[src/rtl/bus_arbiter.sv]
// bus_arbiter: round-robin bus arbiter with memory-ready handshake and optional grant timeout.
// Optional feature: define BUS_ARBITER_TIMEOUT_EN to revoke grants held for TIMEOUT_CYCLES.
module bus_arbiter #(
  parameter int NUM_CORES      = 4,
  parameter int TIMEOUT_CYCLES = 64
) (
  input  logic                 clk,
  input  logic                 reset,
  input  logic [NUM_CORES-1:0] Bus_RQ,
  input  logic                 Bus_Mem_Ready,
  output logic [NUM_CORES-1:0] Bus_GRANT,
  output logic [2:0]           Grant_Owner,
  output logic                 Bus_Busy,
  output logic                 Timeout_Flag
);
  typedef enum logic [1:0] {IDLE, GRANTED, WAIT_MEM_LOW} state_t;
  if (NUM_CORES < 2 || NUM_CORES > 8 || TIMEOUT_CYCLES < 1) begin : g_chk
    $error("bus_arbiter: illegal parameters");
  end
  state_t               state_q, state_d;
  logic [NUM_CORES-1:0] grant_q, grant_d;
  logic [2:0]           owner_q, owner_d, win;
  logic                 busy_q, own_rq;
  // Walk distances from farthest to nearest so the nearest asserted requester wins.
  always_comb begin
    win = owner_q;
    for (int i = NUM_CORES; i >= 1; i--)
      for (int j = 0; j < NUM_CORES; j++)
        if (Bus_RQ[j] && j == (int'(owner_q) + i) % NUM_CORES) win = 3'(j);
  end
  assign own_rq = |(Bus_RQ & grant_q);
`ifdef BUS_ARBITER_TIMEOUT_EN
  localparam int CW = $clog2(TIMEOUT_CYCLES + 1);
  logic [CW-1:0] cnt_q, cnt_d;
  logic          tflag_q, tflag_d;
`endif
  always_comb begin
    state_d = state_q;
    grant_d = grant_q;
    owner_d = owner_q;
`ifdef BUS_ARBITER_TIMEOUT_EN
    cnt_d   = '0;
    tflag_d = 1'b0;
`endif
    case (state_q)
      IDLE: if (|Bus_RQ && !Bus_Mem_Ready) begin
        state_d = GRANTED;
        owner_d = win;
        grant_d = {{(NUM_CORES-1){1'b0}}, 1'b1} << win;
      end
      GRANTED: if (!own_rq) begin
        state_d = WAIT_MEM_LOW;
        grant_d = '0;
      end
`ifdef BUS_ARBITER_TIMEOUT_EN
      else if (cnt_q == CW'(TIMEOUT_CYCLES - 1)) begin
        state_d = WAIT_MEM_LOW;
        grant_d = '0;
        tflag_d = 1'b1;
      end else cnt_d = cnt_q + CW'(1);
`endif
      WAIT_MEM_LOW: if (!Bus_Mem_Ready) state_d = IDLE;
      default: begin
        state_d = IDLE;
        grant_d = '0;
      end
    endcase
  end
  always_ff @(posedge clk) begin
    if (reset) begin
      state_q <= IDLE;
      grant_q <= '0;
      owner_q <= 3'(NUM_CORES - 1);
      busy_q  <= 1'b0;
    end else begin
      state_q <= state_d;
      grant_q <= grant_d;
      owner_q <= owner_d;
      busy_q  <= state_d != IDLE;
    end
  end
`ifdef BUS_ARBITER_TIMEOUT_EN
  always_ff @(posedge clk) begin
    if (reset) begin
      cnt_q   <= '0;
      tflag_q <= 1'b0;
    end else begin
      cnt_q   <= cnt_d;
      tflag_q <= tflag_d;
    end
  end
  assign Timeout_Flag = tflag_q;
`else
  assign Timeout_Flag = 1'b0;
`endif
  assign Bus_GRANT   = grant_q;
  assign Grant_Owner = owner_q;
  assign Bus_Busy    = busy_q;
endmodule

[config.mk]
export PLATFORM = sky130hd
export DESIGN_NAME = bus_arbiter
export DESIGN_NICKNAME = d
export VERILOG_FILES = /design/src/rtl/bus_arbiter.sv
export SDC_FILE = /design/constraint.sdc
export NUM_CORES = 1
export LEC_CHECK = 0
export BUFFER_PORTS_ARGS = -buffer_cell sky130_fd_sc_hd__buf_2
export CAP_MARGIN = 10
export CORE_AREA = 5 5 42 44
export DETAILED_ROUTE_END_ITERATION = 10
export DIE_AREA = 0 0 47 49
export PLACE_DENSITY = 0.66
export SYNTH_ARGS = -nofsm -noshare
export SYNTH_HDL_FRONTEND = slang
export SYNTH_SLANG_ARGS = --single-unit
[constraint.sdc]
create_clock -name clk -period 1.18 [get_ports clk]
set_input_delay 0.118 -clock clk [delete_from_list [all_inputs] [get_ports clk]]
set_output_delay 0.118 -clock clk [all_outputs]
set_load 0.01 [all_outputs]
==> impl_metrics.tcl <==
set metrics [dict create \
    status "finished, violations left" \
    violations "setup timing" \
    intPower_mw 0.650 \
    vias 546 \
    grt_setup_unrepaired "yes" \
    fin_crit_ps 1260 \
    p_switching_mw 0.291 \
    reg2reg_depth 4 \
    place_ws_ps -137 \
    synth_flop_cell "dfxtp_1" \
    power_mw 0.941 \
    hold_viol 0 \
    dieWidth_um 47 \
    grt_overflow_total 0 \
    cts_max_path_buffers 2 \
    synthAdderAreaFrac 0 \
    rows 14 \
    ant_nets 0 \
    dp_hpwl_um 1020 \
    portBuffers 14 \
    p_comb_frac 0.316 \
    yosysSeqAreaShare 0.383 \
    syn_area_um2 523 \
    fin_area_um2 807 \
    setup_ws_ps -77.2 \
    grt_max_degree 8 \
    synth_warnings 0 \
    clockPowerShare 0.271 \
    synth_cell_types 31 \
    synthXorXnorAreaFrac 0 \
    leakage_nw 0.407 \
    finalSetupViolations 7 \
    track_usage 0.132 \
    synth_edf_count 0 \
    required_ps 1350 \
    fin_crit_sh 1.07 \
    antenna_found_initial 0 \
    clk_pin_slew_worst_paths_ps 70 \
    power.share.sequential 0.413 \
    p_sw_frac 0.309 \
    drc 0 \
    finalSetupTns_ps -385 \
    routed_wl_um 1380 \
    dp.cells 99 \
    fmax_mhz 795 \
    worst_setup_path_start_kind "flip-flop" \
    coreArea_um2 1400 \
    first_pass_iters 4 \
    io_pins 16 \
    syn_to_final_growth_pct 54.3 \
    fin_hold_ws_ps 142 \
    yosys.area_share.simple 0.225 \
    end_kind "flip-flop" \
    n_antenna_cell 0 \
    synth_cells 55 \
    vias_per_cell 5.30 \
    placed_area_um2 719 \
    avgSynthCellArea_um2 9.51 \
    fill_cells 129 \
    cap_viol_max_count 0 \
    nNetsFinal 95 \
    cts_hold_buf 0 \
    die_h_um 49 \
    cts_tree "done" \
    seq_area_um2 208 \
    synth_top_family_by_area "compound AO/OA/AOI/OAI gates" \
    power.density_nw_per_um2 1170 \
    cts_made_buffers 3 \
    crit_fanout 4 \
    cts.htree.levels 1 \
    drive_above_1_share 0.644 \
    fin_util 0.576 \
    worstHoldPathType "in2reg" \
    grt_pass1_vias 535 \
    slew_violations 0 \
    multi_input_area_um2 352 \
    ys_ff_latch 10 \
    cts_sinks 10 \
    grt_first_pass_wirelength_um 2270 \
    final_common_cell "buf_4" \
    ir_worst_vdd_uv 554 \
    clk_latency_ps 270 \
    crit_type "reg2reg" \
    die-area_um2 2300 \
    cts_root_buf "clkbuf_4" \
    instances_no_fill 103 \
    drt_iter0_drc 9 \
    skew_ps 7.47 \
    synth_nets 62 \
    async_reset_ff_frac 0 \
    crit_arrival_ps 1420 \
    synth-compound-area-share 0.328 \
    worstHoldPathCells 2 \
    wl_per_cell_um 13.4 \
    mostFrequentLayoutCells "16 x buf_4, 14 x buf_2, 6 x dfxtp_1, 4 x a32o_2" \
    muxShareOfSynthArea 0 \
    place_congestion 0.837 \
    initial_utilization 0.373 \
]
## worst paths after layout
kind / startpoint / endpoint / slack [ps]
min: reset / state_q[0] / 140
min reg2reg: Grant_Owner[2] / Grant_Owner[2] / 480
max reg2reg: Grant_Owner[0] / Bus_GRANT[3] / -80
max: Grant_Owner[0] / Bus_GRANT[3] / -80
## metal layers
metal,vias up,global-route usage,wire length [um]
met3,4,0.0332,54
met1,256,0.168,606
li1,275,-,-
met5,-,0,0
met4,0,0.0553,24
met2,11,0.204,699
## cell type report
type | count | area share
well taps | 16 | 0.0248
clock buffers | 4 | 0.0326
repair buffers | 30 | 0.236
flip-flops and latches | 10 | 0.257
inverters | 3 | 0.0140
multi-input cells | 40 | 0.436
## synth_stat cells, drive strengths merged (3+ instances only)
master,n,share of area
a22o,3,0.053
a21oi,4,0.038
nor2,3,0.053
inv,3,0.022
dfxtp,10,0.38
o21ai,3,0.029
a32o,4,0.086
## worst max-delay path, stage by stage, from the launching register on
cell	delay, ps
dfxtp_4	380
nor2b_4	40
a211o_4	260
a22o_1	210
a32o_2	270
## registers in the layout, summed over array words and instances (netlist names)
name,cells
state_q,2
Grant_Owner,3
Bus_GRANT,4
Bus_Busy,1
## cell families after synthesis
kind of cell	after synthesis
compound gates	22
buf+inv	5
flops	10
other cells	1
simple gates	17
## power by group through the flow
stage	combinational (mW)	clock (mW)	sequential, mW
floorplan	0.126	0	0.406
global placement	0.254	0	0.390
detailed placement	0.257	0	0.390
CTS	0.284	0.263	0.384
global route	0.324	0.290	0.393
finish	0.297	0.255	0.389
## repair_timing
action,CTS,global route
gates resized for setup,9,9
endpoints found under the setup margin,8,8
buffers inserted,1,0
pin swaps,4,2
No activity file was read; power rests on OpenSTA's default activity.
